<file path="config.mk">
export PLATFORM = sky130hd
export DESIGN_NAME = cordic_rotation_iter
export DESIGN_NICKNAME = d
export VERILOG_FILES = /design/src/rtl/cordic_rotation_iter_pkg.sv /design/src/rtl/cordic_rotation_iter_atan_rom.sv /design/src/rtl/cordic_rotation_iter.sv
export SDC_FILE = /design/constraint.sdc
export NUM_CORES = 1
export LEC_CHECK = 0
export ABC_AREA = 1
export CORE_MARGIN = 8
export CORE_UTILIZATION = 46
export CTS_BUF_LIST = sky130_fd_sc_hd__clkbuf_8 sky130_fd_sc_hd__clkbuf_16
export CTS_CLUSTER_DIAMETER = 30
export DETAILED_ROUTE_END_ITERATION = 12
export GPL_TIMING_DRIVEN = 0
export PLACE_DENSITY = 0.77
export SLEW_MARGIN = 20
export SYNTH_ARGS = -nofsm -noshare
export SYNTH_HDL_FRONTEND = slang
export SYNTH_SLANG_ARGS = --single-unit
</file>
<file path="constraint.sdc">
create_clock -name clk -period 6.65 [get_ports clk]
set_input_delay 1.33 -clock clk [delete_from_list [all_inputs] [get_ports clk]]
set_output_delay 1.33 -clock clk [all_outputs]
set_load 0.005 [all_outputs]
</file>
<file path="src/rtl/cordic_rotation_iter_pkg.sv">
// Shared constants and FSM encoding for the folded rotation-mode CORDIC engine.
// Angles are signed binary fractions of pi: 0x8000 = -pi, 0x4000 = +pi/2.
package cordic_rotation_iter_pkg;

    localparam int PHASE_WIDTH     = 16;
    localparam int ITERATION_WIDTH = 4;

    localparam logic signed [PHASE_WIDTH-1:0] PHASE_HALF_PI     = 16'sh4000;
    localparam logic signed [PHASE_WIDTH-1:0] PHASE_NEG_HALF_PI = 16'shC000;

    typedef enum logic [1:0] {
        ST_IDLE = 2'd0,
        ST_PRE  = 2'd1,
        ST_ITER = 2'd2,
        ST_DONE = 2'd3
    } state_t;

endpackage

</file>
<file path="src/rtl/cordic_rotation_iter_atan_rom.sv">
// Combinational arctangent table: entry i = round(atan(2^-i) / pi * 32768).
// Shared with the vectoring-mode pipeline so both use identical micro-angles.
module cordic_atan_rom
    import cordic_rotation_iter_pkg::*;
(
    input  logic        [ITERATION_WIDTH-1:0] idx,
    output logic signed [PHASE_WIDTH-1:0]     atan
);

    always_comb begin
        atan = '0;
        case (idx)
            4'd0:  atan = 16'sd8192;
            4'd1:  atan = 16'sd4836;
            4'd2:  atan = 16'sd2555;
            4'd3:  atan = 16'sd1297;
            4'd4:  atan = 16'sd651;
            4'd5:  atan = 16'sd326;
            4'd6:  atan = 16'sd163;
            4'd7:  atan = 16'sd81;
            4'd8:  atan = 16'sd41;
            4'd9:  atan = 16'sd20;
            4'd10: atan = 16'sd10;
            4'd11: atan = 16'sd5;
            4'd12: atan = 16'sd3;
            4'd13: atan = 16'sd1;
            4'd14: atan = 16'sd1;
            4'd15: atan = 16'sd0;
            default: atan = '0;
        endcase
    end

endmodule

</file>
<file path="src/rtl/cordic_rotation_iter.sv">
// Folded rotation-mode CORDIC: one shared add/sub datapath runs ITERATIONS
// micro-rotations per transaction. Outputs carry the uncompensated gain K ~ 1.6468.
module cordic_rotation_iter
    import cordic_rotation_iter_pkg::*;
#(
    parameter int WORD_WIDTH = 16,
    parameter int ITERATIONS = 12
) (
    input  logic                          clk,
    input  logic                          rst,
    input  logic                          in_valid,
    output logic                          in_ready,
    input  logic signed [WORD_WIDTH-1:0]  x_in,
    input  logic signed [WORD_WIDTH-1:0]  y_in,
    input  logic signed [PHASE_WIDTH-1:0] z_in,
    output logic                          out_valid,
    input  logic                          out_ready,
    output logic signed [WORD_WIDTH+1:0]  x_out,
    output logic signed [WORD_WIDTH+1:0]  y_out,
    output logic signed [PHASE_WIDTH-1:0] z_out
);

    localparam int XW = WORD_WIDTH + 2;
    localparam logic [ITERATION_WIDTH-1:0] LAST_ITER = ITERATION_WIDTH'(ITERATIONS - 1);

    state_t                       state;
    logic [ITERATION_WIDTH-1:0]   i_r;
    logic signed [XW-1:0]         x_r, y_r;
    logic signed [PHASE_WIDTH-1:0] z_r;

    logic signed [PHASE_WIDTH-1:0] atan_i;
    logic signed [XW-1:0]          x_sh, y_sh, x_nx, y_nx;
    logic signed [PHASE_WIDTH-1:0] z_nx;
    logic                          d_pos;

    cordic_atan_rom u_rom (
        .idx  (i_r),
        .atan (atan_i)
    );

    // z == 0 rotates in the positive direction
    assign d_pos = ~z_r[PHASE_WIDTH-1];
    assign x_sh  = x_r >>> i_r;
    assign y_sh  = y_r >>> i_r;
    assign x_nx  = d_pos ? (x_r - y_sh)   : (x_r + y_sh);
    assign y_nx  = d_pos ? (y_r + x_sh)   : (y_r - x_sh);
    assign z_nx  = d_pos ? (z_r - atan_i) : (z_r + atan_i);

    always_ff @(posedge clk) begin
        if (rst) begin
            state     <= ST_IDLE;
            i_r       <= '0;
            x_r       <= '0;
            y_r       <= '0;
            z_r       <= '0;
            in_ready  <= 1'b1;
            out_valid <= 1'b0;
        end else begin
            case (state)
                ST_IDLE: begin
                    if (in_valid) begin
                        x_r      <= {{2{x_in[WORD_WIDTH-1]}}, x_in};
                        y_r      <= {{2{y_in[WORD_WIDTH-1]}}, y_in};
                        z_r      <= z_in;
                        in_ready <= 1'b0;
                        state    <= ST_PRE;
                    end
                end
                ST_PRE: begin
                    // fold angles beyond +/-pi/2 into the CORDIC convergence range
                    if (z_r > PHASE_HALF_PI) begin
                        x_r <= -y_r;
                        y_r <= x_r;
                        z_r <= z_r - PHASE_HALF_PI;
                    end else if (z_r < PHASE_NEG_HALF_PI) begin
                        x_r <= y_r;
                        y_r <= -x_r;
                        z_r <= z_r + PHASE_HALF_PI;
                    end
                    i_r   <= '0;
                    state <= ST_ITER;
                end
                ST_ITER: begin
                    x_r <= x_nx;
                    y_r <= y_nx;
                    z_r <= z_nx;
                    i_r <= i_r + 1'b1;
                    if (i_r == LAST_ITER) begin
                        out_valid <= 1'b1;
                        state     <= ST_DONE;
                    end
                end
                ST_DONE: begin
                    if (out_ready) begin
                        out_valid <= 1'b0;
                        in_ready  <= 1'b1;
                        state     <= ST_IDLE;
                    end
                end
                default: state <= ST_IDLE;
            endcase
        end
    end

    assign x_out = x_r;
    assign y_out = y_r;
    assign z_out = z_r;

endmodule

</file>
==> impl_metrics.json <==
{
  "synth.distinct_cells": 49,
  "yosysMostFrequentCell": "nand2_1",
  "ys_ff_latch": 74,
  "rr_startpoint": "i_r[0]",
  "yosys-top-cells-count": "nand2_1 (358), nand3_1 (222), a21oi_1 (185), inv_1 (145), o21ai_0 (135)",
  "maxSlewViolCount": 0,
  "clk_latency_ns": 0.36,
  "cts_hold_buf": 0,
  "hold_depth": 2,
  "synth_largest_area_cell": "dfxtp_1",
  "hold_path_startpoint": "in_ready",
  "synth_xor_area_frac": 0.0465,
  "worstPathRequired_ns": 6.89,
  "ctsResizeCount": 0,
  "dieArea_um2": 25300,
  "place_area_um2": 10800,
  "overflow": 0,
  "setup_viol": 0,
  "synth_edf_count": 0,
  "max_stage_delay_ns": 0.78,
  "critPathTopFamily": "simple AND/OR/NAND/NOR gates",
  "met1_length_mm": 16.4,
  "drc": 0,
  "crit_slowest_cell": "o311ai_0",
  "cts_tree": "done",
  "rrSetupSlack_ns": 2.09,
  "wl_per_cell_um": 19.8,
  "cts_root_buf": "clkbuf_16",
  "cp_max_fo": 10,
  "fin_tns_setup_ns": 0,
  "dp_hpwl_mm": 31.3,
  "worstHoldEndpoint": "in_ready",
  "routed_wl_mm": 39.4,
  "top_layer": "met4",
  "min_period_ns": 4.56,
  "synthArstFlopShare": 0,
  "status": "completed",
  "clkTransAtPathRegs_ns": 0.07,
  "die-width_um": 159,
  "synth_area_leaders": "dfxtp_1 (16%), nand2_1 (14%), nand3_1 (12%)",
  "crit_top_cell": "nand3_1",
  "grt_start_max_net_pins": 16,
  "wl_met2_mm": 16.7,
  "syn_nets": 1727,
  "grt_usage": 0.296,
  "synth_top_family_by_area": "simple AND/OR/NAND/NOR gates",
  "max_freq_mhz": 219,
  "synth_ff_type": "dfxtp_1",
  "clockBufferDepth": 2,
  "initial_core_util": 0.467,
  "grt_pass1_vias": 10785,
  "die_height_um": 159,
  "drv_cap": 0,
  "synthAdderAreaFrac": 0.0967,
  "synth-compound-area-share": 0.228,
  "crit_path_end_kind": "flop",
  "period_share": 0.685,
  "yosysWarningCount": 0,
  "fillers": 2093,
  "finalHoldViolations": 0,
  "syn_to_final_growth_pct": 17.9,
  "layout-drive-gt1-share": 0.0592,
  "final_cell_area_um2": 11100,
  "boundaryPins": 106,
  "drt_iter0_markers": 1263,
  "nNetsFinal": 1842,
  "cts_buffers": 9,
  "vias_per_cell": 5.96,
  "syn_avg_cell_area_um2": 5.87,
  "core-area_um2": 20200,
  "synth_top_area_share": 0.157,
  "gp_congestion": 0.986,
  "cts_sinks": 74,
  "r2r_cells": 23,
  "port_buffers": 104,
  "row_count": 52,
  "crit_buf_inv": 4,
  "crit_type": "flop to flop",
  "first_pass_iters": 6,
  "wl_met3_mm": 3.54,
  "htreeDepth": 3,
  "seq_area_frac_synth": 0.157,
  "critPathArrivalTime_ns": 4.80,
  "worst_hold_path_type": "flop to flop",
  "worst_pin_slew_ns": 0.883,
  "cp_cell_sequence": "buf_6 > inv_4 > buf_8 > nand2_2 > nand3_1 > nand3_1 > nand3_1 > nand2_1 > ha_1 > inv_1 > nor2_1 > nand3_1 > nand2_1 > o21ai_0 > xnor2_1 > ha_1 > nand2_1 > nor3_1 > nand2_1 > o311ai_0 > nand3_1 > nand3_1 > a21oi_1",
  "synth_area_um2": 9420,
  "synthCells": 1604,
  "reg2reg_to": "y_out[17]",
  "yosys.area_share.simple": 0.371,
  "skew_ns": 0.0158,
  "grt_pass1_wl_mm": 60.0,
  "whs_ns": 0.501,
  "cp-start-kind": "flop",
  "antenna_cells": 0,
  "grt_antenna_before_repair": 0,
  "antenna_left": 0,
  "rsz0062_at_grt": "false",
  "synthMuxAreaShare": 0,
  "cts_setup_buffers": 0,
  "maxSlewHeadroom": 0.404,
  "via_count": 11875
}
==> kinds of logic (layout without fill, tap and decap cells) <==
group | count (synthesis) | in the layout
buffers and inverters | 227 | 347
adder cells (fa/ha/maj) | 71 | 71
XOR/XNOR | 50 | 50
flip-flops | 74 | 74
AO/OA/AOI/OAI | 392 | 392
AND/OR/NAND/NOR | 790 | 790
==> state kept, by name (all words and copies together), names as in the netlist <==
signal / flops
out_valid: 1
in_ready: 1
i_r: 4
z_out: 16
state: 2
y_out: 18
u_rom.atan: 14
x_out: 18
==> tightest hold or removal path, cell delays in order, from the launching register on <==
cell and delay [ns]:
dfxtp_1 0.33, o31ai_1 0.06, o311ai_0 0.08
==> layer usage <==
layer  vias to the layer above  GRT usage
li1                       5669          -
met1                      5408      0.383
met2                       662      0.452
met3                       136     0.0476
met4                         0      0.185
met5                         -          0
==> through the flow <==
step / std cells / utilization / setup slack (ns)
CTS: 1994 / 0.551 / 2.16
finish: 1994 / 0.551 / 2.09
floorplan: 1604 / - / 3.28
global route: 1994 / 0.551 / 1.83
global placement: 1978 / 0.535 / 2.23
detailed placement: 1978 / 0.535 / 2.18
==> area by class of cell <==
class                           instances  area [µm²]  area share
Timing Repair Buffer                  104        1040      0.0937
Buffer                                 74         368      0.0331
Tap cell                              270         338      0.0304
Clock inverter                          7        82.6     0.00743
Sequential cell                        74        1480       0.133
Inverter                              153         578      0.0520
Multi-Input combinational cell       1303        6990       0.630
Clock buffer                            9         225      0.0203
==> placed cells by master (no fill, tap or decap), types with 5 or more instances in the layout <==
cell type          n
nand2_1          358
buf_6              5
clkdlybuf4s50_1  104
dfxtp_1           74
xnor2_1           20
clkbuf_16          9
buf_2             21
a21o_1             9
nor2_1           123
o31ai_1            6
nand2_2           16
nand4_1            8
nor3_1            30
inv_1            145
buf_1              9
nor2_2             5
xor2_1            30
a31oi_1            7
or2_2              5
ha_1              68
nand3_2           12
nand3_1          222
clkbuf_1          34
a21oi_1          185
o21ai_0          135
a221oi_1           5
o211ai_1          24
==> worst max path at each step <==
stage | endpoint | slack [ns] | depth (start not counted) | from
2_1_floorplan | x_out[17] | 3.28 | 26 | i_r[0]
3_3_place_gp | y_out[17] | 2.23 | 23 | i_r[0]
3_5_place_dp | y_out[17] | 2.18 | 23 | i_r[0]
4_1_cts | y_out[17] | 2.16 | 23 | i_r[0]
5_1_grt | y_out[17] | 1.83 | 24 | i_r[0]
6_report | y_out[17] | 2.09 | 23 | i_r[0]
Power is left out: the tool's default activity adds up to more than one toggle a clock period on the data nets, which glitch-free logic cannot reach.
